==> config.mk <==
export PLATFORM = sky130hd
export DESIGN_NAME = operand_fetch_flat
export DESIGN_NICKNAME = d
export VERILOG_FILES = /design/src/rtl/operand_fetch_if.sv /design/src/rtl/operand_fetch.sv /design/src/flat_wrapper.sv
export SDC_FILE = /design/constraint.sdc
export NUM_CORES = 1
export LEC_CHECK = 0
export CAP_MARGIN = 20
export CORE_AREA = 2 2 123 125
export CTS_CLUSTER_SIZE = 20
export DETAILED_ROUTE_END_ITERATION = 10
export DIE_AREA = 0 0 125 127
export PLACE_DENSITY = 0.77
export SLEW_MARGIN = 20
export SYNTH_ARGS = -nofsm -noshare
export SYNTH_HDL_FRONTEND = slang
export SYNTH_SLANG_ARGS = --single-unit
export TNS_END_PERCENT = 50
==> constraint.sdc <==
create_clock -name clk -period 2.1 [get_ports clk]
set_clock_uncertainty 0.15 [all_clocks]
set_input_delay 0.21 -clock clk [delete_from_list [all_inputs] [get_ports clk]]
set_output_delay 0.21 -clock clk [all_outputs]
set_load 0.01 [all_outputs]
==> src/rtl/operand_fetch_if.sv <==
// Bundle between decode, register file, forwarding sources and the ID/EX
// register. The operand-fetch stage connects through the slave modport.
interface operand_fetch_if #(
  parameter int DATA_BITS    = 32,
  parameter int ADDRESS_BITS = 4,
  parameter int STALL_BITS   = 16
);
  // Decode side
  logic                    in_valid;
  logic                    in_ready;
  logic [ADDRESS_BITS-1:0] in_src1;
  logic [ADDRESS_BITS-1:0] in_src2;
  logic                    in_use1;
  logic                    in_use2;
  logic [ADDRESS_BITS-1:0] in_dst;
  logic                    in_wr;
  logic                    in_is_load;

  // Register file read port
  logic [ADDRESS_BITS-1:0] r_addr1;
  logic [ADDRESS_BITS-1:0] r_addr2;
  logic [DATA_BITS-1:0]    d_out1;
  logic [DATA_BITS-1:0]    d_out2;

  // Forwarding, pending load and writeback
  logic                    ex_fwd_en;
  logic [ADDRESS_BITS-1:0] ex_fwd_addr;
  logic [DATA_BITS-1:0]    ex_fwd_data;
  logic                    ex_ld_pend;
  logic [ADDRESS_BITS-1:0] ex_ld_addr;
  logic                    wb_wrt_en;
  logic [ADDRESS_BITS-1:0] wb_w_addr;
  logic [DATA_BITS-1:0]    wb_d_in;

  // ID/EX register side
  logic                    flush;
  logic                    out_valid;
  logic                    out_ready;
  logic [DATA_BITS-1:0]    out_op1;
  logic [DATA_BITS-1:0]    out_op2;
  logic [ADDRESS_BITS-1:0] out_dst;
  logic                    out_wr;
  logic                    out_is_load;
  logic [STALL_BITS-1:0]   stall_cnt;

  modport slave (
    input  in_valid, in_src1, in_src2, in_use1, in_use2, in_dst, in_wr, in_is_load,
    output in_ready,
    output r_addr1, r_addr2,
    input  d_out1, d_out2,
    input  ex_fwd_en, ex_fwd_addr, ex_fwd_data, ex_ld_pend, ex_ld_addr,
    input  wb_wrt_en, wb_w_addr, wb_d_in,
    input  flush, out_ready,
    output out_valid, out_op1, out_op2, out_dst, out_wr, out_is_load, stall_cnt
  );

  modport master (
    output in_valid, in_src1, in_src2, in_use1, in_use2, in_dst, in_wr, in_is_load,
    input  in_ready,
    input  r_addr1, r_addr2,
    output d_out1, d_out2,
    output ex_fwd_en, ex_fwd_addr, ex_fwd_data, ex_ld_pend, ex_ld_addr,
    output wb_wrt_en, wb_w_addr, wb_d_in,
    output flush, out_ready,
    input  out_valid, out_op1, out_op2, out_dst, out_wr, out_is_load, stall_cnt
  );
endinterface

==> src/rtl/operand_fetch.sv <==
// Operand fetch: reads the register file, applies EX/WB forwarding, stalls on
// unresolved dependencies and holds one resolved instruction for EX.
module operand_fetch #(
  parameter int DATA_BITS    = 32,
  parameter int ADDRESS_BITS = 4,
  parameter int STALL_BITS   = 16
) (
  input  logic            clk,
  input  logic            rst_n,
  operand_fetch_if.slave  bus
);

  typedef enum logic {
    EMPTY = 1'b0,
    FULL  = 1'b1
  } state_t;

  state_t state_reg;
  state_t state_next;

  logic [DATA_BITS-1:0]    op1_reg;
  logic [DATA_BITS-1:0]    op2_reg;
  logic [ADDRESS_BITS-1:0] dst_reg;
  logic                    wr_reg;
  logic                    is_load_reg;
  logic [STALL_BITS-1:0]   stall_reg;
  logic [STALL_BITS-1:0]   stall_next;

  logic [ADDRESS_BITS-1:0] src      [2];
  logic                    use_src  [2];
  logic [DATA_BITS-1:0]    rf_data  [2];
  logic [DATA_BITS-1:0]    resolved [2];
  logic [1:0]              hazard_src;

  logic out_valid;
  logic hazard;
  logic in_ready;
  logic accept;

  assign out_valid = (state_reg == FULL);

  assign src[0]     = bus.in_src1;
  assign src[1]     = bus.in_src2;
  assign use_src[0] = bus.in_use1;
  assign use_src[1] = bus.in_use2;
  assign rf_data[0] = bus.d_out1;
  assign rf_data[1] = bus.d_out2;

  // EX beats WB; WB is needed because the register file still returns the old
  // value during its write cycle.
  genvar gi;
  generate
    for (gi = 0; gi < 2; gi++) begin : g_src
      assign resolved[gi] =
        (bus.ex_fwd_en && (bus.ex_fwd_addr == src[gi])) ? bus.ex_fwd_data :
        (bus.wb_wrt_en && (bus.wb_w_addr  == src[gi])) ? bus.wb_d_in     :
                                                          rf_data[gi];

      // A producer still sitting in ID/EX has no result yet, even if it is
      // being consumed this cycle; it forwards from EX on the next cycle.
      assign hazard_src[gi] = use_src[gi] &&
        ((out_valid && wr_reg && (dst_reg == src[gi])) ||
         (bus.ex_ld_pend && (bus.ex_ld_addr == src[gi])));
    end
  endgenerate

  assign hazard   = bus.in_valid && (|hazard_src);
  assign in_ready = !hazard && !bus.flush && (!out_valid || bus.out_ready);
  assign accept   = bus.in_valid && in_ready;

  always_ff @(posedge clk or negedge rst_n) begin
    if (!rst_n) begin
      state_reg <= EMPTY;
    end else begin
      state_reg <= state_next;
    end
  end

  always_comb begin
    state_next = state_reg;
    if (bus.flush) begin
      state_next = EMPTY;
    end else if (accept) begin
      state_next = FULL;
    end else if ((state_reg == FULL) && bus.out_ready) begin
      state_next = EMPTY;
    end
  end

  // Fields change only on accept, so a stalled or flushed entry never sees
  // later forwarding values.
  always_ff @(posedge clk or negedge rst_n) begin
    if (!rst_n) begin
      op1_reg     <= '0;
      op2_reg     <= '0;
      dst_reg     <= '0;
      wr_reg      <= 1'b0;
      is_load_reg <= 1'b0;
    end else if (accept) begin
      op1_reg     <= resolved[0];
      op2_reg     <= resolved[1];
      dst_reg     <= bus.in_dst;
      wr_reg      <= bus.in_wr;
      is_load_reg <= bus.in_is_load;
    end
  end

  always_comb begin
    stall_next = stall_reg;
    if (hazard && !bus.flush && (stall_reg != {STALL_BITS{1'b1}})) begin
      stall_next = stall_reg + 1'b1;
    end
  end

  always_ff @(posedge clk or negedge rst_n) begin
    if (!rst_n) begin
      stall_reg <= '0;
    end else begin
      stall_reg <= stall_next;
    end
  end

  assign bus.r_addr1     = bus.in_src1;
  assign bus.r_addr2     = bus.in_src2;
  assign bus.in_ready    = in_ready;
  assign bus.out_valid   = out_valid;
  assign bus.out_op1     = op1_reg;
  assign bus.out_op2     = op2_reg;
  assign bus.out_dst     = dst_reg;
  assign bus.out_wr      = wr_reg;
  assign bus.out_is_load = is_load_reg;
  assign bus.stall_cnt   = stall_reg;

endmodule

==> src/flat_wrapper.sv <==
// flat-port wrapper written by rule: the top's interface ports become plain ports
module operand_fetch_flat 
#(
  parameter int DATA_BITS    = 32,
  parameter int ADDRESS_BITS = 4,
  parameter int STALL_BITS   = 16
)
  (clk, rst_n, bus_in_valid, bus_in_src1, bus_in_src2, bus_in_use1, bus_in_use2, bus_in_dst, bus_in_wr, bus_in_is_load, bus_in_ready, bus_r_addr1, bus_r_addr2, bus_d_out1, bus_d_out2, bus_ex_fwd_en, bus_ex_fwd_addr, bus_ex_fwd_data, bus_ex_ld_pend, bus_ex_ld_addr, bus_wb_wrt_en, bus_wb_w_addr, bus_wb_d_in, bus_flush, bus_out_ready, bus_out_valid, bus_out_op1, bus_out_op2, bus_out_dst, bus_out_wr, bus_out_is_load, bus_stall_cnt);
  operand_fetch_if #(.DATA_BITS(DATA_BITS), .ADDRESS_BITS(ADDRESS_BITS), .STALL_BITS(STALL_BITS)) bus_i ();
  input  logic clk;
  input  logic rst_n;
  input wire logic [$bits(bus_i.in_valid)-1:0] bus_in_valid;
  input wire logic [$bits(bus_i.in_src1)-1:0] bus_in_src1;
  input wire logic [$bits(bus_i.in_src2)-1:0] bus_in_src2;
  input wire logic [$bits(bus_i.in_use1)-1:0] bus_in_use1;
  input wire logic [$bits(bus_i.in_use2)-1:0] bus_in_use2;
  input wire logic [$bits(bus_i.in_dst)-1:0] bus_in_dst;
  input wire logic [$bits(bus_i.in_wr)-1:0] bus_in_wr;
  input wire logic [$bits(bus_i.in_is_load)-1:0] bus_in_is_load;
  output wire logic [$bits(bus_i.in_ready)-1:0] bus_in_ready;
  output wire logic [$bits(bus_i.r_addr1)-1:0] bus_r_addr1;
  output wire logic [$bits(bus_i.r_addr2)-1:0] bus_r_addr2;
  input wire logic [$bits(bus_i.d_out1)-1:0] bus_d_out1;
  input wire logic [$bits(bus_i.d_out2)-1:0] bus_d_out2;
  input wire logic [$bits(bus_i.ex_fwd_en)-1:0] bus_ex_fwd_en;
  input wire logic [$bits(bus_i.ex_fwd_addr)-1:0] bus_ex_fwd_addr;
  input wire logic [$bits(bus_i.ex_fwd_data)-1:0] bus_ex_fwd_data;
  input wire logic [$bits(bus_i.ex_ld_pend)-1:0] bus_ex_ld_pend;
  input wire logic [$bits(bus_i.ex_ld_addr)-1:0] bus_ex_ld_addr;
  input wire logic [$bits(bus_i.wb_wrt_en)-1:0] bus_wb_wrt_en;
  input wire logic [$bits(bus_i.wb_w_addr)-1:0] bus_wb_w_addr;
  input wire logic [$bits(bus_i.wb_d_in)-1:0] bus_wb_d_in;
  input wire logic [$bits(bus_i.flush)-1:0] bus_flush;
  input wire logic [$bits(bus_i.out_ready)-1:0] bus_out_ready;
  output wire logic [$bits(bus_i.out_valid)-1:0] bus_out_valid;
  output wire logic [$bits(bus_i.out_op1)-1:0] bus_out_op1;
  output wire logic [$bits(bus_i.out_op2)-1:0] bus_out_op2;
  output wire logic [$bits(bus_i.out_dst)-1:0] bus_out_dst;
  output wire logic [$bits(bus_i.out_wr)-1:0] bus_out_wr;
  output wire logic [$bits(bus_i.out_is_load)-1:0] bus_out_is_load;
  output wire logic [$bits(bus_i.stall_cnt)-1:0] bus_stall_cnt;
  assign bus_i.in_valid = bus_in_valid;
  assign bus_i.in_src1 = bus_in_src1;
  assign bus_i.in_src2 = bus_in_src2;
  assign bus_i.in_use1 = bus_in_use1;
  assign bus_i.in_use2 = bus_in_use2;
  assign bus_i.in_dst = bus_in_dst;
  assign bus_i.in_wr = bus_in_wr;
  assign bus_i.in_is_load = bus_in_is_load;
  assign bus_in_ready = bus_i.in_ready;
  assign bus_r_addr1 = bus_i.r_addr1;
  assign bus_r_addr2 = bus_i.r_addr2;
  assign bus_i.d_out1 = bus_d_out1;
  assign bus_i.d_out2 = bus_d_out2;
  assign bus_i.ex_fwd_en = bus_ex_fwd_en;
  assign bus_i.ex_fwd_addr = bus_ex_fwd_addr;
  assign bus_i.ex_fwd_data = bus_ex_fwd_data;
  assign bus_i.ex_ld_pend = bus_ex_ld_pend;
  assign bus_i.ex_ld_addr = bus_ex_ld_addr;
  assign bus_i.wb_wrt_en = bus_wb_wrt_en;
  assign bus_i.wb_w_addr = bus_wb_w_addr;
  assign bus_i.wb_d_in = bus_wb_d_in;
  assign bus_i.flush = bus_flush;
  assign bus_i.out_ready = bus_out_ready;
  assign bus_out_valid = bus_i.out_valid;
  assign bus_out_op1 = bus_i.out_op1;
  assign bus_out_op2 = bus_i.out_op2;
  assign bus_out_dst = bus_i.out_dst;
  assign bus_out_wr = bus_i.out_wr;
  assign bus_out_is_load = bus_i.out_is_load;
  assign bus_stall_cnt = bus_i.stall_cnt;
  operand_fetch #(.DATA_BITS(DATA_BITS), .ADDRESS_BITS(ADDRESS_BITS), .STALL_BITS(STALL_BITS)) u_core (.clk(clk), .rst_n(rst_n), .bus(bus_i));
endmodule
==> results of run 1 <==
==> state kept, by name, summed over array words and instances (netlist names) <==
| signal | flops |
|---|---|
| u_core.bus.out_wr | 1 |
| u_core.bus.out_valid | 1 |
| u_core.bus.out_dst | 4 |
| u_core.bus.out_op1 | 32 |
| u_core.bus.stall_cnt | 16 |
| u_core.bus.out_is_load | 1 |
| u_core.bus.out_op2 | 32 |
==> cell usage in the layout, fill, tap and decap left out, types with 6 or more instances in the layout <==
master	netlist	layout
sky130_fd_sc_hd__clkdlybuf4s50_1	0	256
sky130_fd_sc_hd__nand2_1	133	133
sky130_fd_sc_hd__dfrtp_1	87	87
sky130_fd_sc_hd__mux2_4	70	70
sky130_fd_sc_hd__nor2_1	69	67
sky130_fd_sc_hd__a31oi_1	64	64
sky130_fd_sc_hd__buf_4	8	49
sky130_fd_sc_hd__xnor2_1	23	23
sky130_fd_sc_hd__xor2_1	17	17
sky130_fd_sc_hd__clkbuf_16	0	14
sky130_fd_sc_hd__nand3_1	14	12
sky130_fd_sc_hd__buf_12	0	10
sky130_fd_sc_hd__nand4_1	8	8
sky130_fd_sc_hd__inv_1	8	8
sky130_fd_sc_hd__buf_6	7	7
sky130_fd_sc_hd__nor3_1	7	6
==> power groups by stage <==
stage	Clock, µW	Sequential [µW]	Combinational (µW)
final	1590	2220	2380
after detailed placement	0	2230	2330
after floorplan	0	2380	813
after global routing	1690	2260	2520
after CTS	1620	2220	2340
after global placement	0	2230	2290
==> Yosys cell counts, drive strengths merged (7+ instances only) <==
cell type  number
nand2         133
dfrtp          87
mux2           71
nor2           69
a31oi          64
clkbuf         28
xnor2          23
buf            17
xor2           17
nand3          14
inv             8
nand4           8
nor3            7
==> worst max path at each step <==
stage	startpoint	endpoint	cells after the start
after detailed placement	bus_in_src1[0]	u_core.bus.out_op2[27]	8
after global placement	bus_ex_ld_addr[2]	bus_in_ready	8
final	u_core.bus.out_dst[1]	u_core.bus.out_op1[31]	8
after global routing	u_core.bus.out_dst[1]	u_core.bus.out_op1[31]	8
after CTS	u_core.bus.out_dst[0]	u_core.bus.out_op1[12]	7
after floorplan	u_core.bus.out_dst[0]	u_core.bus.out_dst[0]	8
==> kinds of logic after synthesis <==
family          after synthesis
mux                          71
xor+xnor                     40
compound gates               77
simple gates                245
buf+inv                      53
fa+ha+maj                     1
flops                        87
==> final cells by class <==
type | count | area, µm² | share of cell area [%]
inverters | 8 | 30.0 | 0.330
well taps | 184 | 230 | 2.53
multi-input cells | 435 | 3000 | 32.9
repair buffers | 331 | 3380 | 37.1
clock inverters | 3 | 42.5 | 0.467
flip-flops and latches | 87 | 2180 | 23.9
clock buffers | 13 | 250 | 2.75
==> stage by stage <==
stage                     instances  power [µW]  TNS (ns)
after floorplan                 574        3190    -14.31
after global placement         1034        4520    -42.42
after detailed placement       1034        4560    -44.63
after CTS                      1054        6180    -18.02
after global routing           1061        6470    -26.28
final                          1061        6180    -20.54
==> per-layer routing <==
metal  routed length [µm]  GRT usage (%)
met5                    0              0
met1                 7520           26.7
met3                 1480           5.90
met2                 8950           37.5
met4                  445           7.97
==> worst max-delay path: cells and delay by family (launching register included) <==
kind / cells / cell delay [ns]
multiplexers: 1 / 0.30
flip-flops: 1 / 0.42
AO/OA/AOI/OAI: 1 / 0.07
XOR/XNOR: 1 / 0.11
AND/OR/NAND/NOR: 3 / 0.89
buffers and inverters: 2 / 0.35
==> repair_timing <==
action	4_1_cts	5_1_grt
cloned	0	6
gates resized for setup	15	9
hold buffers	1	0
endpoints found under the setup margin	75	87
setup buffers	3	1
pin swaps	4	5
endpoints found under the hold margin	26	0
==> impl_metrics.tcl, run 1 <==
set metrics [dict create \
    critPathArrivalTime_ns 2.46 \
    drt_first_iter_violations 308 \
    clk_pin_slew_ns 0.06 \
    grt_start_max_net_pins 45 \
    slew_viol_final 0 \
    synth_nets 739 \
    seqPwrFrac_pct 35.9 \
    cap_violations 0 \
    utilization_pct 63.1 \
    synth.top_cell.area_share_pct 40.4 \
    core_um2 14400 \
    start_kind "register" \
    placedInstanceArea_um2 8570 \
    critical_path.max_stage_delay_ns 0.50 \
    antenna_nets_post_route 0 \
    cts.path.max_buffers 2 \
    wl_per_cell_um 17.3 \
    synth.cell_area_um2 5390 \
    critical_path.reg2reg.endpoint "u_core.bus.out_op1[31]" \
    worst_setup_slack_after_layout_ns -0.295 \
    timing.reg2reg.worst_path_depth 8 \
    worst_margin_pin_slew_ns 0.477 \
    route.detailed.drc 0 \
    timing.slew.headroom_pct 68.1 \
    synthMuxAreaShare_pct 19.7 \
    die-area_um2 15900 \
    p_sw_share_pct 27.2 \
    yosys_warnings 0 \
    detailed_routing_iterations_pass_1 7 \
    wirelength_um 18400 \
    synth-seq-area-share_pct 40.4 \
    pwr_density_cell_nw_per_um2 679 \
    vias_per_cell 5.03 \
    worstPathMaxFanout 9 \
    required_time_of_the_worst_setup_path_ns 2.17 \
    netlist.top_cell.by_area "sky130_fd_sc_hd__dfrtp_1" \
    net_count_reported_at_finish 1037 \
    intPower_uw 4500 \
    async_reset_ff_share_pct 100 \
    outcome "finished with violations" \
    synth_top_family_by_area "multiplexers" \
    synth_xor_area_share_pct 6.50 \
    holdWs_ns 0.187 \
    cts_sinks 87 \
    rsz0062_at_grt "yes" \
    comb_power_share_pct 38.4 \
    num_antenna_cells 0 \
    number_of_enable_flip_flop_cells_after_synthesis 0 \
    fp.dieH_um 127 \
    fp-row-count 44 \
    overall_die_width_um 125 \
    detailed_place_hpwl_um 13500 \
    routabilityCongestion 0.850 \
    synth_compound_area_share_pct 9.22 \
    total_switching_power_uw 1680 \
    grt_overflow_total 0 \
    final_area_um2 9100 \
    cts.htree.levels 3 \
    power.ir.vdd_worst_uv 363 \
    initial_core_util_pct 37.4 \
    synth_area_in_simple_gates_pct 18.6 \
    final.min_clock_period_ns 2.39 \
    timing.reg2reg.setup_slack_ns -0.29 \
    netlist-cell-type-count 33 \
    crit-reg2reg-launch "u_core.bus.out_dst[1]" \
    io_buffer_count 259 \
    postSynthAreaPerCell_um2 9.39 \
    failed_checks "setup timing" \
    worstSetupPathType "reg -> reg" \
    post_route_cells_drive_above_1_share_pct 19.7 \
    total_leakage_power_uw 0.00412 \
    nFillCells 1196 \
    synthesis_to_layout_area_growth_pct 69.0 \
    yosys.area_share.adder_pct 0.232 \
    finalSetupViolations 86 \
    grt_antenna_before_repair 0 \
    timing.final.crit_share_pct 114 \
    numCtsBuffers 9 \
    vias 5337 \
    min_path_type "in -> async" \
    postSynth.topFlopCell "sky130_fd_sc_hd__dfrtp_1" \
    clkLatencyLatePin_ns 0.33 \
    timing.critical_path.cells "buf_6 > xnor2_1 > nand4_1 > o21ai_2 > or2_4 > or3_4 > clkbuf_16 > mux2_4" \
    yosys_register_bits 87 \
    io-pin-count 260 \
    tritoncts "done" \
    highest_attainable_clock_frequency_ghz 0.418 \
    grt_first_pass_wirelength_um 27800 \
    grt_pass1_vias 5409 \
    clockPowerShare_pct 25.7 \
    worst_path_max_delay_cell "sky130_fd_sc_hd__or3_4" \
    end_kind "register" \
    synth_area_leaders "sky130_fd_sc_hd__dfrtp_1, sky130_fd_sc_hd__mux2_4, sky130_fd_sc_hd__nand2_1" \
    clockRootBuffer "sky130_fd_sc_hd__clkbuf_16" \
    aggregate_global_route_resource_usage_pct 21.9 \
    synth_cells 574 \
    hold_viol 0 \
    dp_worst_setup_slack_ns -0.593 \
]
(Power assumes the default switching activity.)
==> inputs of run 2 (changes only) <==
--- a/config.mk
+++ b/config.mk
@@ -11,6 +11,7 @@
 export DETAILED_ROUTE_END_ITERATION = 10
 export DIE_AREA = 0 0 125 127
 export PLACE_DENSITY = 0.77
+export REMOVE_ABC_BUFFERS = 1
 export SLEW_MARGIN = 20
 export SYNTH_ARGS = -nofsm -noshare
 export SYNTH_HDL_FRONTEND = slang
==> impl_metrics.tcl, run 2 (synthesized netlist as in run 1, its figures left out) <==
set metrics [dict create \
    grt.met1_usage_pct 25.7 \
    clk_pin_slew_ns 0.06 \
    vias 5347 \
    worstSetupPathType "reg -> reg" \
    outcome "finished with violations" \
    finalSetupViolations 77 \
    critical_path.most_common_cell "sky130_fd_sc_hd__buf_4" \
    grt_most_used_layer "met2" \
    clkLatencyLatePin_ns 0.33 \
    antenna_nets_post_route 0 \
    grt_overflow_total 0 \
    critical_path.n_buffers_inverters 3 \
    post_route_cells_drive_above_1_share_pct 19.6 \
    met2_usage_pct 38.3 \
    most_common_library_cell_in_the_layout_ignoring_fill_and_taps "sky130_fd_sc_hd__clkdlybuf4s50_1" \
    start_kind "register" \
    detailed_place_hpwl_um 13600 \
    io-pin-count 260 \
    power.ir.vdd_worst_uv 428 \
    final.min_clock_period_ns 2.38 \
    num_antenna_cells 0 \
    slew_viol_final 0 \
    grt_antenna_before_repair 0 \
    post-layout-total-power_uw 6190 \
    grt_start_max_net_pins 41 \
    total_leakage_power_uw 0.00414 \
    cap_violations 0 \
    synthesis_to_layout_area_growth_pct 68.8 \
    totalNegativeSetupSlack_ns -18.71 \
    worst_setup_slack_after_layout_ns -0.278 \
    drt_first_iter_violations 424 \
    net_count_reported_at_finish 1038 \
    worst_margin_pin_slew_ns 0.518 \
    routabilityCongestion 0.841 \
    wl_per_cell_um 17.4 \
    die-area_um2 15900 \
    detailed_routing_iterations_pass_1 4 \
    failed_checks "setup timing" \
    highest_attainable_clock_frequency_ghz 0.421 \
    timing.final.crit_share_pct 113 \
    worst-path-stages 9 \
    grt_first_pass_wirelength_um 27900 \
    overall_die_width_um 125 \
    fp.dieH_um 127 \
    worstPathMaxFanout 5 \
    pwr_density_cell_nw_per_um2 680 \
    timing.reg2reg.worst_path_depth 9 \
    critical_path.max_stage_delay_ns 0.41 \
    numCtsBuffers 9 \
    worst_path_dominant_cell_family "simple AND/OR/NAND/NOR gates" \
    critPathArrivalTime_ns 2.45 \
    cts.path.max_buffers 2 \
    cts.htree.levels 3 \
    use_met3_pct 5.95 \
    min_path_type "in -> async" \
    timing.critical_path.cells "buf_4 > xnor2_1 > nand4_1 > o21ai_2 > or2_1 > or3_4 > buf_4 > clkbuf_16 > mux2_4" \
    worst_path_max_delay_cell "sky130_fd_sc_hd__dfrtp_1" \
    tritoncts "done" \
    io_buffer_count 259 \
    aggregate_global_route_resource_usage_pct 22.0 \
    timing.slew.headroom_pct 65.5 \
    wirelength_um 18500 \
    hold_viol 0 \
    fp-row-count 44 \
    rsz0062_at_grt "yes" \
    layout.cells.non_filler 1061 \
    dp.cells 1033 \
    clockRootBuffer "sky130_fd_sc_hd__clkbuf_16" \
    end_kind "register" \
    vias_per_cell 5.04 \
    layout.cells.most_common_list "sky130_fd_sc_hd__clkdlybuf4s50_1, sky130_fd_sc_hd__nand2_1, sky130_fd_sc_hd__dfrtp_1" \
    cts_sinks 87 \
    required_time_of_the_worst_setup_path_ns 2.17 \
    initial_core_util_pct 37.4 \
    route.detailed.drc 0 \
    grt_pass1_vias 5465 \
    core_um2 14400 \
]
[run 2: cell types whose count changed in the layout (fill, tap and decap cells not counted), sizes merged]
cell           change
buf                +3
clkbuf             -2
clkdlybuf4s50      +1
dlymetal6s2s       -1
or3                -1
[run 2: report_power, final]
group          internal (µW)  switching (µW)  total (µW)
combinational           1520             828        2350
clock                    979             632        1610
sequential              2010             222        2230
total                   4510            1680        6190
[run 2: area by class of cell]
type	instances	area, µm²
Multi-Input combinational cell	434	2990
Clock inverter	3	42.5
Tap cell	184	230
Inverter	8	30.0
Timing Repair Buffer	333	3370
Clock buffer	12	256
Fill cell	1195	5330
Sequential cell	87	2180
[run 2: per-layer routing]
layer / up-vias / wire (µm)
li1: 2555 / -
met1: 2507 / 7580
met2: 245 / 8940
met3: 40 / 1390
met4: 0 / 563
met5: - / 0
[run 2: metrics by stage]
step	cell area (µm²)	setup slack (ns)	utilization (%)	hold slack, ns
2_1_floorplan	5130	-2.48	-	-0.236
3_5_place_dp	8540	-0.561	59.2	0.0710
5_1_grt	9100	-0.352	63.1	0.275
4_1_cts	8880	-0.279	61.6	0.252
3_3_place_gp	8540	-0.549	59.2	0.0660
6_report	9100	-0.278	63.1	0.240
[run 2: final timing paths]
path	end	from	slack [ns]
hold reg to reg	u_core.bus.stall_cnt[13]	u_core.bus.stall_cnt[13]	0.35
max in group asynchronous	u_core.bus.out_op1[24]	rst_n	0.98
setup / recovery	u_core.bus.out_dst[1]	u_core.bus.out_dst[1]	-0.28
hold / removal	u_core.bus.out_is_load	rst_n	0.24
min in group clk	u_core.bus.out_dst[2]	bus_in_dst[2]	0.34
setup reg to reg	u_core.bus.out_dst[1]	u_core.bus.out_dst[1]	-0.28
[run 2: timing repair]
item / in CTS / in global routing
setup buffers: 0 / 5
cloned: 0 / 7
pin swaps: 3 / 5
hold buffers: 1 / 0
endpoints found under the setup margin: 78 / 88
gates resized for setup: 11 / 8
endpoints found under the hold margin: 36 / 0
==> RTL change, RTL diff (settings of run 1) <==
`STALL_BITS` is set to 16 in 3 places; all go to 14.
--- a/src/rtl/operand_fetch_if.sv
+++ b/src/rtl/operand_fetch_if.sv
@@ -4,5 +4,5 @@
   parameter int DATA_BITS    = 32,
   parameter int ADDRESS_BITS = 4,
-  parameter int STALL_BITS   = 16
+  parameter int STALL_BITS   = 14
 );
   // Decode side
--- a/src/rtl/operand_fetch.sv
+++ b/src/rtl/operand_fetch.sv
@@ -4,5 +4,5 @@
   parameter int DATA_BITS    = 32,
   parameter int ADDRESS_BITS = 4,
-  parameter int STALL_BITS   = 16
+  parameter int STALL_BITS   = 14
 ) (
   input  logic            clk,
--- a/src/flat_wrapper.sv
+++ b/src/flat_wrapper.sv
@@ -4,5 +4,5 @@
   parameter int DATA_BITS    = 32,
   parameter int ADDRESS_BITS = 4,
-  parameter int STALL_BITS   = 16
+  parameter int STALL_BITS   = 14
 )
   (clk, rst_n, bus_in_valid, bus_in_src1, bus_in_src2, bus_in_use1, bus_in_use2, bus_in_dst, bus_in_wr, bus_in_is_load, bus_in_ready, bus_r_addr1, bus_r_addr2, bus_d_out1, bus_d_out2, bus_ex_fwd_en, bus_ex_fwd_addr, bus_ex_fwd_data, bus_ex_ld_pend, bus_ex_ld_addr, bus_wb_wrt_en, bus_wb_w_addr, bus_wb_d_in, bus_flush, bus_out_ready, bus_out_valid, bus_out_op1, bus_out_op2, bus_out_dst, bus_out_wr, bus_out_is_load, bus_stall_cnt);
Interface: changed (resized bus_stall_cnt); port bits go from 260 to 258. No check against the original RTL was run, so the function may have changed too.
==> RTL change against run 1 <==
The flow still finishes with violations (setup timing); global-route usage is 0.72 points higher; sequential power is 2% lower; routed wire length is 1.5% higher; synthesized cell count is 1.0% lower; final area is 2.8% lower; sequential cell count is 2 lower; worst setup slack better by 0.069 ns; power is 0.88% lower; first-iteration DRC count is 4.5% higher; clock power is 6% higher; register-to-register slack better by 0.08 ns; final cell count is 2.1% lower; synthesized area is 5.2% lower; critical path type is now in2reg.
==> RTL change: results (changes against run 1) <==
Placement
  – Last weighted congestion value of the routability-driven placer: 0.857 (+0.92%)
  – Placed standard-cell area: 8110 µm² (-5.3%)
  – IO buf count: 257 (-0.77%)
  – Half-perimeter wire length after placement: 13,300 µm (-1.4%)
  – Worst setup slack before clock tree synthesis: -0.528 ns (+0.0647 ns)

Critical path
  – WP data arrival: 2.39 ns (-0.07 ns)

Timing
  – Final Worst Setup Slack: -0.225 ns (+0.0695 ns)
  – Actual slew at the worst max-slew pin: 0.492 ns (+0.0157 ns)
  – Endpoints failing setup: 74 (-14%)

Cells and area
  – Post-Layout Cell Count: 1,039 (-2.1%)
  – Layout Nets: 1,015 (-2.1%)
  – Share of cells above drive strength 1: 19.4% (-0.31 points)

Routing
  – Via density per instance: 5.13 (+2.0%)
  – Pre-Repair DR Iteration Count: 4 (-3)
  – Routed wire length: 18,700 µm (+1.5%)
  – Detailed Route Iter0 Violations: 322 (+4.5%)

Global route
  – Initial antenna violation count: 1 (+1)
  – Vias in the first global route: 5,464 (+1.0%)
  – Wire length of the first global-routing pass: 28,400 µm (+1.9%)
  – Pin count of the biggest net entering global routing: 57 (+27%)
  – Global-route total usage across every layer: 22.6% (+0.72 points)

CTS
  – Total number of H-tree levels: 3 (unchanged)
  – Maximum clock insertion buffer count: 2 (unchanged)

Outcome
  – Outcome: complete, but fails checks
  – Violated checks: setup timing

Pwr
  – Leak Pwr: 0.00392 µW (-4.8%)
  – IR Drop Worst-Case VDD: 353 µV (-2.7%)

Logic synthesis
  – Total number of yosys warnings: 0 (unchanged)
  – Most frequent cells after synthesis: 136 x nand2_1, 85 x dfrtp_1, 68 x nor2_1, 66 x mux2_2, 64 x a31oi_1
  – Cell variety after synth: 36 (+9.1%)
  – Top area cells in the synthesized netlist: dfrtp_1 42%, mux2_2 15%, nand2_1 10%
  – Syn Nets: 733 (-0.81%)
  – Cells after synthesis: 568 (-1.0%)
  – Sequential-to-total area share from yosys stat: 41.7% (+1.3 points)
RTL change: per-stage QoR:
step	setup TNS, ns	hold WS [ns]	util (%)	power [µW]
floorplan	-4.66	-0.236	-	2940
global placement	-38.30	0.0583	56.3	4240
detailed placement	-40.41	0.0572	56.3	4280
CTS	-14.37	0.245	59.9	6120
global route	-19.39	0.266	61.3	6440
finish	-14.09	0.236	61.3	6130
RTL change: final timing paths:
check / from / endpoint / slack, ns / cells past startpoint
worst max-delay path: bus_in_src1[1] / u_core.bus.out_op1[12] / -0.23 / 9
worst min-delay path: rst_n / u_core.bus.out_op2[6] / 0.24 / 2
worst max register to register: u_core.bus.out_dst[2] / u_core.bus.out_op1[12] / -0.21 / 9
worst min register to register: u_core.bus.stall_cnt[9] / u_core.bus.stall_cnt[9] / 0.34 / 1
max in group asynchronous: rst_n / u_core.bus.out_op1[22] / 0.99 / 3
min in group clk: bus_in_is_load / u_core.bus.out_is_load / 0.33 / 2
RTL change: critical path, cell delays in order:
cell             delay, ns
clkdlybuf4s50_1       0.49
xor2_1                0.21
or4_4                 0.56
o21ai_4               0.09
nor2_4                0.06
nand4b_4              0.10
buf_12                0.18
buf_16                0.15
mux2_2                0.34
RTL change: cell type report:
type / instances / area (µm²)
Tap cell: 184 / 230
Timing Repair Buffer: 316 / 3260
Clock buffer: 11 / 233
Clock inverter: 5 / 75.1
Fill cell: 1247 / 5580
Inverter: 5 / 18.8
Multi-Input combinational cell: 433 / 2910
Sequential cell: 85 / 2130
RTL change: where the power goes:
group | total (µW) | internal, µW | switching [µW] | leakage [µW]
clock | 1680 | 1040 | 644 | 0.000153
sequential | 2170 | 1970 | 203 | 0.00103
combinational | 2280 | 1440 | 841 | 0.00274
total | 6130 | 4440 | 1690 | 0.00392
RTL change: cells by family (layout without fill, tap and decap cells):
family	after synthesis	after routing	share of synthesized area, %
buffers and inverters	50	337	5.76
adders and majority gates	1	1	0.245
muxes	71	71	15.7
xor gates and xnor gates	39	39	6.69
AOI/OAI and AO/OA	75	75	9.46
DFF	85	85	41.7
and+or+nand+nor	247	247	20.5
RTL change: repair_timing:
action,4_1_cts,5_1_grt
resized for setup,32,27
pin swaps,0,1
hold endpoints to repair,32,0
gates cloned,3,4
buffers inserted,1,1
hold buffers,1,0
endpoints found under the setup margin,74,81
RTL change: layer usage:
layer  share of wire, %  track usage [%]
met4                2.4             8.89
met1                 42             27.8
met3                8.3             6.87
met5              0.086                0
met2                 48             37.5
